## src/rtl/cal_pkg.sv

```systemverilog
// rtl/cal_pkg.sv - shared types, month constants and leap-year helpers for the BCD calendar
package cal_pkg;

    typedef logic [3:0] bcd_t;

    // Month numbers as BCD pairs {tens, ones}
    localparam logic [7:0] MON_JAN = 8'h01;
    localparam logic [7:0] MON_FEB = 8'h02;
    localparam logic [7:0] MON_MAR = 8'h03;
    localparam logic [7:0] MON_APR = 8'h04;
    localparam logic [7:0] MON_MAY = 8'h05;
    localparam logic [7:0] MON_JUN = 8'h06;
    localparam logic [7:0] MON_JUL = 8'h07;
    localparam logic [7:0] MON_AUG = 8'h08;
    localparam logic [7:0] MON_SEP = 8'h09;
    localparam logic [7:0] MON_OCT = 8'h10;
    localparam logic [7:0] MON_NOV = 8'h11;
    localparam logic [7:0] MON_DEC = 8'h12;

    // Last-day values as BCD pairs
    localparam logic [7:0] DAYS_30  = 8'h30;
    localparam logic [7:0] DAYS_31  = 8'h31;
    localparam logic [7:0] FEB_LEAP = 8'h29;
    localparam logic [7:0] FEB_NORM = 8'h28;

    // Reset date 2000-01-01, a leap year and a Saturday
    localparam bcd_t       RST_YM = 4'd2;
    localparam bcd_t       RST_YH = 4'd0;
    localparam bcd_t       RST_YT = 4'd0;
    localparam bcd_t       RST_YO = 4'd0;
    localparam bcd_t       RST_MT = 4'd0;
    localparam bcd_t       RST_MO = 4'd1;
    localparam bcd_t       RST_DT = 4'd0;
    localparam bcd_t       RST_DO = 4'd1;
    localparam logic       RST_LY = 1'b1;
    localparam logic [2:0] RST_WD = 3'd6;

    function automatic logic isBcd(input bcd_t digit);
        isBcd = (digit <= 4'd9);
    endfunction

    // 10 is 2 mod 4, so an odd tens digit shifts the ones residue by 2.
    function automatic logic pairDiv4(input bcd_t tens, input bcd_t ones);
        if (tens[0])
            pairDiv4 = (ones == 4'd2) || (ones == 4'd6);
        else
            pairDiv4 = (ones == 4'd0) || (ones == 4'd4) || (ones == 4'd8);
    endfunction

    // Century years (xx00) fall back to the upper pair, which gives the 400 rule.
    function automatic logic isLeapYear(input bcd_t ym, input bcd_t yh,
                                        input bcd_t yt, input bcd_t yo);
        if ((yt == 4'd0) && (yo == 4'd0))
            isLeapYear = pairDiv4(ym, yh);
        else
            isLeapYear = pairDiv4(yt, yo);
    endfunction

endpackage

```

## src/rtl/month_last_day.sv

```systemverilog
// rtl/month_last_day.sv - combinational last-day-of-month lookup in BCD
//
// Ports:
//   MT, MO  : BCD month digits
//   leap    : year of interest is a leap year
//   lastDay : last valid day as a BCD pair {tens, ones}; 00 for an invalid month
module month_last_day
    import cal_pkg::*;
(
    input  logic [3:0] MT,
    input  logic [3:0] MO,
    input  logic       leap,
    output logic [7:0] lastDay
);

    always_comb begin
        case ({MT, MO})
            MON_JAN, MON_MAR, MON_MAY, MON_JUL,
            MON_AUG, MON_OCT, MON_DEC:           lastDay = DAYS_31;
            MON_APR, MON_JUN, MON_SEP, MON_NOV:  lastDay = DAYS_30;
            MON_FEB:                             lastDay = leap ? FEB_LEAP : FEB_NORM;
            // Zero makes any day compare as out of range in the load check
            default:                             lastDay = 8'h00;
        endcase
    end

endmodule

```

## src/rtl/bcd_calendar_counter.sv

```systemverilog
// rtl/bcd_calendar_counter.sv - BCD Gregorian calendar with day tick and validated load
//
// Optional feature macro: CAL_WEEKDAY_EN (adds ld_wd input and WD weekday output)
//
// Ports:
//   clk, rst_n              : clock, asynchronous active-low reset
//   tick                    : advance one day
//   load                    : load request (wins over tick)
//   ld_ym..ld_do            : BCD date to load
//   ld_wd / WD              : weekday load / output, 0 = Sunday (CAL_WEEKDAY_EN only)
//   YM, YH, YT, YO          : year digits
//   MT, MO, DT, DO          : month and day digits
//   LY                      : current year is leap
//   year_wrap               : pulse on 9999 -> 0000
//   ld_err                  : pulse on rejected load
module bcd_calendar_counter
    import cal_pkg::*;
(
    input  logic       clk,
    input  logic       rst_n,
    input  logic       tick,
    input  logic       load,
    input  logic [3:0] ld_ym,
    input  logic [3:0] ld_yh,
    input  logic [3:0] ld_yt,
    input  logic [3:0] ld_yo,
    input  logic [3:0] ld_mt,
    input  logic [3:0] ld_mo,
    input  logic [3:0] ld_dt,
    input  logic [3:0] ld_do,
`ifdef CAL_WEEKDAY_EN
    input  logic [2:0] ld_wd,
    output logic [2:0] WD,
`endif
    output logic [3:0] YM,
    output logic [3:0] YH,
    output logic [3:0] YT,
    output logic [3:0] YO,
    output logic [3:0] MT,
    output logic [3:0] MO,
    output logic [3:0] DT,
    output logic [3:0] DO,
    output logic       LY,
    output logic       year_wrap,
    output logic       ld_err
);

    bcd_t       nYm, nYh, nYt, nYo, nMt, nMo, nDt, nDo;
    logic       nLy, nWrap, nErr;
    logic [7:0] curLast;
    logic [7:0] ldLast;
    logic       ldLeap;
    logic       ldDigitsOk, ldMonthOk, ldDayOk, ldOk;
`ifdef CAL_WEEKDAY_EN
    logic [2:0] nWd;
`endif

    // Running date: LY is registered with the year, so it is valid for the current month
    month_last_day uCurLast (
        .MT      (MT),
        .MO      (MO),
        .leap    (LY),
        .lastDay (curLast)
    );

    // Load path: month length uses the leap status of the year being loaded
    assign ldLeap = isLeapYear(ld_ym, ld_yh, ld_yt, ld_yo);

    month_last_day uLdLast (
        .MT      (ld_mt),
        .MO      (ld_mo),
        .leap    (ldLeap),
        .lastDay (ldLast)
    );

    always_comb begin
        ldDigitsOk = isBcd(ld_ym) && isBcd(ld_yh) && isBcd(ld_yt) && isBcd(ld_yo) &&
                     isBcd(ld_mt) && isBcd(ld_mo) && isBcd(ld_dt) && isBcd(ld_do);
`ifdef CAL_WEEKDAY_EN
        ldDigitsOk = ldDigitsOk && (ld_wd <= 3'd6);
`endif
        // BCD pairs order like binary once every nibble is known to be 0-9
        ldMonthOk = ({ld_mt, ld_mo} != 8'h00) && ({ld_mt, ld_mo} <= MON_DEC);
        ldDayOk   = ({ld_dt, ld_do} != 8'h00) && ({ld_dt, ld_do} <= ldLast);
        ldOk      = ldDigitsOk && ldMonthOk && ldDayOk;
    end

    always_comb begin
        nYm   = YM;
        nYh   = YH;
        nYt   = YT;
        nYo   = YO;
        nMt   = MT;
        nMo   = MO;
        nDt   = DT;
        nDo   = DO;
        nWrap = 1'b0;
        nErr  = 1'b0;
`ifdef CAL_WEEKDAY_EN
        nWd   = WD;
`endif

        if (load) begin
            if (ldOk) begin
                nYm = ld_ym;
                nYh = ld_yh;
                nYt = ld_yt;
                nYo = ld_yo;
                nMt = ld_mt;
                nMo = ld_mo;
                nDt = ld_dt;
                nDo = ld_do;
`ifdef CAL_WEEKDAY_EN
                nWd = ld_wd;
`endif
            end else begin
                nErr = 1'b1;
            end
        end else if (tick) begin
`ifdef CAL_WEEKDAY_EN
            nWd = (WD == 3'd6) ? 3'd0 : WD + 3'd1;
`endif
            if ({DT, DO} != curLast) begin
                if (DO == 4'd9) begin
                    nDo = 4'd0;
                    nDt = DT + 4'd1;
                end else begin
                    nDo = DO + 4'd1;
                end
            end else begin
                nDt = 4'd0;
                nDo = 4'd1;
                if ({MT, MO} != MON_DEC) begin
                    if (MO == 4'd9) begin
                        nMt = 4'd1;
                        nMo = 4'd0;
                    end else begin
                        nMo = MO + 4'd1;
                    end
                end else begin
                    nMt = 4'd0;
                    nMo = 4'd1;
                    // Four-digit BCD ripple increment of the year
                    if (YO != 4'd9) begin
                        nYo = YO + 4'd1;
                    end else begin
                        nYo = 4'd0;
                        if (YT != 4'd9) begin
                            nYt = YT + 4'd1;
                        end else begin
                            nYt = 4'd0;
                            if (YH != 4'd9) begin
                                nYh = YH + 4'd1;
                            end else begin
                                nYh = 4'd0;
                                if (YM != 4'd9) begin
                                    nYm = YM + 4'd1;
                                end else begin
                                    nYm   = 4'd0;
                                    nWrap = 1'b1;
                                end
                            end
                        end
                    end
                end
            end
        end

        nLy = isLeapYear(nYm, nYh, nYt, nYo);
    end

    always_ff @(posedge clk or negedge rst_n) begin
        if (!rst_n) begin
            YM        <= RST_YM;
            YH        <= RST_YH;
            YT        <= RST_YT;
            YO        <= RST_YO;
            MT        <= RST_MT;
            MO        <= RST_MO;
            DT        <= RST_DT;
            DO        <= RST_DO;
            LY        <= RST_LY;
            year_wrap <= 1'b0;
            ld_err    <= 1'b0;
`ifdef CAL_WEEKDAY_EN
            WD        <= RST_WD;
`endif
        end else begin
            YM        <= nYm;
            YH        <= nYh;
            YT        <= nYt;
            YO        <= nYo;
            MT        <= nMt;
            MO        <= nMo;
            DT        <= nDt;
            DO        <= nDo;
            LY        <= nLy;
            year_wrap <= nWrap;
            ld_err    <= nErr;
`ifdef CAL_WEEKDAY_EN
            WD        <= nWd;
`endif
        end
    end

endmodule
```

## config.mk

```make
export PLATFORM = sky130hd
export DESIGN_NAME = bcd_calendar_counter
export DESIGN_NICKNAME = d
export VERILOG_FILES = /design/src/rtl/cal_pkg.sv /design/src/rtl/month_last_day.sv /design/src/rtl/bcd_calendar_counter.sv
export SDC_FILE = /design/constraint.sdc
export NUM_CORES = 1
export LEC_CHECK = 0
export ABC_AREA = 1
export ABC_CLOCK_PERIOD_IN_PS = 3000
export CORE_MARGIN = 2
export CORE_UTILIZATION = 53
export CTS_CLUSTER_DIAMETER = 40
export DETAILED_ROUTE_END_ITERATION = 6
export GPL_TIMING_DRIVEN = 0
export PLACE_DENSITY_LB_ADDON = 0.12
export SYNTH_ARGS = -nofsm -noshare
export SYNTH_HDL_FRONTEND = slang
export SYNTH_SLANG_ARGS = --single-unit
```

## constraint.sdc

```tcl
create_clock -name clk -period 3 [get_ports clk]
set_input_delay 0.6 -clock clk [delete_from_list [all_inputs] [get_ports clk]]
set_output_delay 0.6 -clock clk [all_outputs]
set_load 0.02 [all_outputs]
```

# Word level (Yosys, flattened, before mapping)
# Index checks and enable logic that the tools add are counted.
[totals] ff_bits=35 ramBits=0 memories=0 out_inout_bits=35 in_bits=36 mem_bits_ro=0 latch_bits=0
[classes] div=0 reduce_logical=43 order_cmp=10 n_eq_ne=56 n_mux=72 n_shift=0 bitwise=0 addsub=7 mul=0
[op_table] cell="$mux 4" n=52
[op_table] cell="$eq 8x3->1 const B" n=8
[op_table] cell="$eq 8x5->1 const B" n=6
[op_table] cell="$pmux 8 s3" n=2
[op_table] cell="$eq 4x3->1 const B" n=8
[op_table] cell="$eq 8x2->1 const B" n=4
[op_table] cell="$eq 8x4->1 const B" n=4
[op_table] cell="$le 4x4->1 const B" n=8
[op_table] cell="$add 4x1->4 const B" n=7
[op_table] cell="$eq 4x4->1 const B" n=6
[op_table] cell="$logic_not 4->1" n=6
[op_table] cell="$mux 1" n=18
[op_table] cell="$eq 4x2->1 const B" n=4
[op_table] cell="$eq 8x1->1 const B" n=2
[op_table] cell="$ne 4x4->1 const B" n=4
[op_table] cell="$reduce_bool 8->1" n=2
[op_table] cell="$reduce_or 7->1" n=2
[op_table] cell="$logic_and 1x1->1" n=13
[op_table] cell="$logic_or 1x1->1" n=12
[op_table] cell="$ne 2x2->1 const B" n=5
[op_table] cell="$le 8x5->1 const B" n=1
[op_table] cell="$le 8x8->1" n=1
[op_table] cell="$ne 8x5->1 const B" n=1
[op_table] cell="$ne 8x8->1" n=1
[op_table] cell="other kinds (8)" n=11

# Longest topological paths before layout
[logic_depth] depth_word=17 ltp_mapped=24 depth_no_buf=24

# Modules after synthesis
# From an unflattened synthesis, not the netlist that was laid out.
[unflattened] hier_cells=595 area_unflattened_um2=3639.7
[by_module_without_submodules] module="bcd_calendar_counter" cells_each=511 seq_area_each_um2=880.8 instances=1 area_each_um2=3264.4
[by_module_without_submodules] module="month_last_day" cells_each=42 seq_area_each_um2=0.0 instances=2 area_each_um2=187.7

# Least setup slack after synthesis
# Ideal clock, no wire load.
[synth_path] path_kind="input to register" from="in ld_ym[0]" to="reg DT[1]" slack_ns=-0.026 setup_time_ns=0.128 path_buffers=0 required_time_ns=2.872 t_arrival_ns=2.898 cell_stages=16 cell_sequence="inv_1 > a21oi_1 > o211ai_1 > nand4_1 > o21ai_0 > nand2_1 > a41o_1 > ha_1 > nand3_1 > o21ai_0 > nand2_2 > nand2_1 > o21ai_1 > inv_2 > nand2_2 > mux2_1"
[synth_via] elab_chain_len=12
[synth_rtl] item="start, declared" line_no="bcd_calendar_counter.sv:23" rtl="input logic [3:0] ld_ym,"
[synth_rtl] item="branches (longest 9 deep; another with $le 8x8->1)"
[synth_rtl] item="$logic_and 1x1->1 *" line_no="bcd_calendar_counter.sv:85" rtl="ldOk = ldDigitsOk && ldMonthOk && ldDayOk;"
[synth_rtl] item="$ne 2x1->1 (no source line) *"
[synth_rtl] item="$reduce_and 3->1 (no source line) *"
[synth_rtl] item="end signal, assigned" line_no="bcd_calendar_counter.sv:195" rtl="DT <= nDt;"
[synth_rtl] item="end, declared" line_no="bcd_calendar_counter.sv:41" rtl="output logic [3:0] DT,"
# Mark *: on every way between the ends.
# A chain may end at the register's enable or synchronous reset.

# Worst setup path in the final report
[layout_path] from="in ld_mo[2]" to="reg LY"
[layout_via] elab_chain_len=13
[layout_rtl] item="start, declared" line_no="bcd_calendar_counter.sv:28" rtl="input logic [3:0] ld_mo,"
[layout_rtl] item="$eq 8x1->1 (tied with other cells)" line_no="month_last_day.sv:17" rtl="case ({MT, MO})"
[layout_rtl] item="$reduce_or 7->1 (tied with other cells)" line_no="month_last_day.sv:17"
[layout_rtl] item="$pmux 8 s3 or $logic_and 1x1->1 (tied branches)" line_no="month_last_day.sv:17, bcd_calendar_counter.sv:78"
[layout_rtl] item="$le 8x8->1 or $logic_and 1x1->1 (tied branches)" line_no="bcd_calendar_counter.sv:84, bcd_calendar_counter.sv:78"
[layout_rtl] item="$logic_and 1x1->1, on equally long branches" line_no="bcd_calendar_counter.sv:84, bcd_calendar_counter.sv:85"
[layout_rtl] item="$logic_and 1x1->1 *" line_no="bcd_calendar_counter.sv:85"
[layout_rtl] item="$mux 4 *" line_no="bcd_calendar_counter.sv:104" rtl="if (ldOk) begin"
[layout_rtl] item="$mux 4 *" line_no="bcd_calendar_counter.sv:103" rtl="if (load) begin"
[layout_rtl] item="via nYh[3]" line_no="bcd_calendar_counter.sv:48" rtl="bcd_t nYm, nYh, nYt, nYo, nMt, nMo, nDt, nDo;"
[layout_rtl] item="$eq 4x3->1 or $logic_not 4->1 (tied branches)" line_no="cal_pkg.sv:47" rtl="pairDiv4 = (ones == 4'd0) || (ones == 4'd4) || (ones == 4'd8);"
[layout_rtl] item="$logic_or 1x1->1 (2 in a row)" line_no="cal_pkg.sv:47"
[layout_rtl] item="$mux 1 *" line_no="cal_pkg.sv:44" rtl="if (tens[0])"
[layout_rtl] item="$mux 1 *" line_no="cal_pkg.sv:53" rtl="if ((yt == 4'd0) && (yo == 4'd0))"
[layout_rtl] item="via nLy" line_no="bcd_calendar_counter.sv:49" rtl="logic nLy, nWrap, nErr;"
[layout_rtl] item="end signal, assigned" line_no="bcd_calendar_counter.sv:197" rtl="LY <= nLy;"
[layout_rtl] item="end, declared" line_no="bcd_calendar_counter.sv:43" rtl="output logic LY,"
# The timed path passes the listed nets; every way through them passes the cells marked *. The select of a mux whose other input is x is not followed.

==> metrics.md <==
| Metric | Value |
|---|---|
| Crit path capture type | `register` |
| Comb pwr share | `between 40% and 50%` |
| Tmin final | `roughly 3000 ps` |
| Post-Place Setup Slack | `-913 ps` |
| CTS tree | `done` |
| Cell Area, Synth | `~3500 um2` |
| Final Hold Fails | `0` |
| Max clock buf depth | `2` |
| Max Clock Skew | `about 6.5 ps` |
| GP Congestion | `0.951` |
| Clock power frac | `between 20% and 30%` |
| Fin nets | `695` |
| DR pass1 iterations | `5` |
| Sw Share | `between 40% and 50%` |
| Post-Synthesis Cells | `547` |
| Asr flop ratio synth | `100%` |
| Overall power | `approximately 2400 uW` |
| Sequential area share after synthesis | `between 20 and 30%` |
| Vias in the first global route | `approximately 3800` |
| Largest net degree at the start of global routing | `36` |
| Max Fclk | `0.342 GHz` |
| Die area | `slightly above 7000 um2` |
| Compound-Gate Fraction of Synth Area | `a little under an eighth` |
| Pwr dens | `498 nW/um2` |
| Root Driver | `clkbuf_8` |
| Starting density of the core | `a little over half` |
| P_int | `~1400 uW` |
| P_sw | `~1000 uW` |
| HP Class | `in -> async` |
| Required @ worst endpoint | `around 3200 ps` |
| # setup viols final | `0` |
| Rows | `29` |
| Xor and xnor fraction of the mapped netlist area | `under 10%` |
| Clk slew on worst S/H paths | `roughly 80 ps` |
| Worst-path cell chain | `buf_2, nor2_4, buf_4, a21oi_2, nand3_2, o31ai_4, nor3_2, ha_1, nand2_2, o21ai_2, o21ai_4, nand2_2, buf_6, buf_6, nand2_1, nand3_1, nand2_2, nand2_2, nand3_2, nor2_4, nand2_1, nand2_1` |
| Area Overhead vs Synth | `39.4%` |
| Met2 Routed Length | `5250 um` |
| Crit path top cell by count | `nand2_2` |
| Final period util | `97.5%` |
| Total track usage | `30.7%` |
| Final ANT Viol Nets | `0` |
| DRT met1 WL | `slightly below 5000 um` |
| Detailed-route DRC error count | `0` |
| Die Y | `between 80 and 90 um` |
| CTS buffer count | `5` |
| Top sig layer | `met4` |
| Seq pwr share | `roughly 29%` |
| IO Port Bufs | `68` |
| CTS H-tree depth | `2` |
| Inserted Diodes | `0` |
| CTS Hold Bufs | `0` |
| Worst ir drop on vdd | `between 0.3 and 0.4 mV` |
| Critical Path Max Stage Delay | `between 300 and 400 ps` |
| Synth Area in Adders | `3.26%` |
| DPL Wire Length | `~7800 um` |
| Cell variety after synth | `43` |
| Synth warnings | `0` |
| Slew headroom | `between 40% and 50%` |
| Die width | `~85 um` |
| Seq cells post-synth | `35` |
| Core area | `between 6000 and 7000 um2` |
| Worst setup SP type | `primary input` |
| Fin. max-slew vios | `0` |
| Grt total ovfl | `0` |
| Leakage power | `~0.0023 uW` |
| Clock Sinks | `35` |
| Main combinational cell family by area after synthesis | `simple AND/OR/NAND/NOR gates` |
| Critical-path maximum fanout | `5` |
| Number of synthesized flops with an enable pin | `0` |
| Met3 routed wirelength | `around 890 um` |
| Data arrival, critical path | `~3200 ps` |
| Detailed Route Iter0 Violations | `around 400` |
| Global-route wire length before repair | `approximately 18000 um` |
| Simple-gate share of the synthesized area | `a little under half` |
| Commonest non-fill, non-tap cell in the layout | `nand2_1` |
| Post-route worst setup slack | `about 75 ps` |
| Number of max-cap violations | `0` |
| CP max-delay cell | `ha_1` |
| Vias/cell | `about 5.6` |
| Most frequent cells in the layout | `nand2_1, inv_1, nand3_1` |
| WL per Instance | `about 16 um` |
| Slew @ Worst Pin | `about 800 ps` |
| Ys flop type | `dfrtp_1` |
| Initial antenna violation count | `0` |
| Layout cells sized above 1 | `27.0%` |
| DR vias | `4107` |
| Mux contribution to synthesized area | `less than 1%` |
| Syn_area_per_cell | `~6.3 um2` |
| Clock Latency Late Sink | `roughly 300 ps` |
| I/O Pins | `between 70 and 80` |
| DRT Wirelength | `around 11000 um` |
| Layout fillers | `just under 500` |
| Crit path kind | `in -> reg` |
| Status | `finished, final reports clean` |
| Mapped Nets | `a little under 600` |
==> worst max-delay path, delay by kind of cell <==
kind,cells,cell delay [ps]
adder cells (fa/ha/maj),1,320
AND/OR/NAND/NOR,13,1160
buffers and inverters,4,590
AO/OA/AOI/OAI,4,480
==> power groups by stage <==
stage | clock (uW) | combinational (uW) | sequential, uW
global placement | 0 | 1040 | 697
detailed placement | 0 | 1060 | 702
global route | 535 | 1280 | 713
finish | 525 | 1180 | 695
CTS | 522 | 1120 | 693
floorplan | 0 | 593 | 781
==> Yosys cell counts, drive strengths merged (2+ instances only) <==
library cell / instances / area (um2)
nand2: 184 / 733
inv: 81 / 304
nand3: 64 / 355
nor2: 63 / 344
o21ai: 32 / 164
dfrtp: 31 / 776
a21oi: 18 / 93.8
nand4: 10 / 68.8
ha: 9 / 113
nor3: 7 / 51.3
o211ai: 7 / 62.6
clkbuf: 6 / 22.5
xor2: 6 / 52.6
buf: 4 / 32.5
dfstp: 4 / 105
o22ai: 4 / 25.0
mux2: 3 / 33.8
clkinv: 2 / 7.51
nor4: 2 / 33.8
o21bai: 2 / 15.0
o31ai: 2 / 15.0
==> final timing paths <==
path | startpoint | endpoint | slack, ps | depth (start not counted)
setup / recovery | ld_mo[2] | LY | 80 | 22
hold / removal | rst_n | DT[3] | 380 | 1
setup reg to reg | MO[1] | LY | 330 | 15
hold reg to reg | MT[3] | MT[3] | 520 | 2
max in group asynchronous | rst_n | YT[1] | 2090 | 1
min in group clk | MT[3] | MT[3] | 520 | 2
==> registers in the layout, indices dropped and copies added (netlist names) <==
name	count
YM	4
ld_err	1
year_wrap	1
YO	4
MT	4
MO	4
YH	4
LY	1
YT	4
DO	4
DT	4
==> per-stage QoR <==
step	TNS (ps)	std cells	hold slack, ps	area (um2)	utilization (%)
after floorplan	0	547	304	3460	-
after global placement	-17730	692	499	4230	67.1
after detailed placement	-19120	692	509	4230	67.0
after CTS	0	722	409	4680	74.1
after global routing	-47.8	728	445	4820	76.3
final	0	728	379	4820	76.3
==> cell type report <==
| class | instances | area (um2) | area share (%) |
|---|---|---|---|
| flip-flops and latches | 35 | 881 | 18.3 |
| repair buffers | 97 | 868 | 18.0 |
| clock buffers | 6 | 72.6 | 1.51 |
| well taps | 77 | 96.3 | 2.00 |
| multi-input cells | 419 | 2470 | 51.4 |
| inverters | 83 | 322 | 6.67 |
| plain buffers | 9 | 43.8 | 0.909 |
| clock inverters | 2 | 60.1 | 1.25 |
==> cell families (layout without fill, tap and decap cells) <==
group,count (synthesis),in the layout
AO/OA/AOI/OAI,69,69
flip-flops,35,35
buffers and inverters,93,197
AND/OR/NAND/NOR,331,331
XOR/XNOR,7,7
adder cells (fa/ha/maj),9,9
multiplexers,3,3
==> timing repair <==
| action | in CTS | in global routing |
|---|---|---|
| cloned | 1 | 0 |
| buffers inserted | 21 | 9 |
| endpoints found under the hold margin | 0 | 0 |
| resized for setup | 84 | 61 |
| pin swaps | 40 | 39 |
| setup endpoints to repair | 31 | 10 |
==> metal layers <==
| metal | GRT usage, % | up-vias |
|---|---|---|
| met5 | 0 | - |
| met4 | 9.67 | 0 |
| met3 | 5.11 | 35 |
| met2 | 47.0 | 208 |
| met1 | 44.3 | 1894 |
| li1 | - | 1970 |
Note: power is estimated with default switching activity, not from simulation.
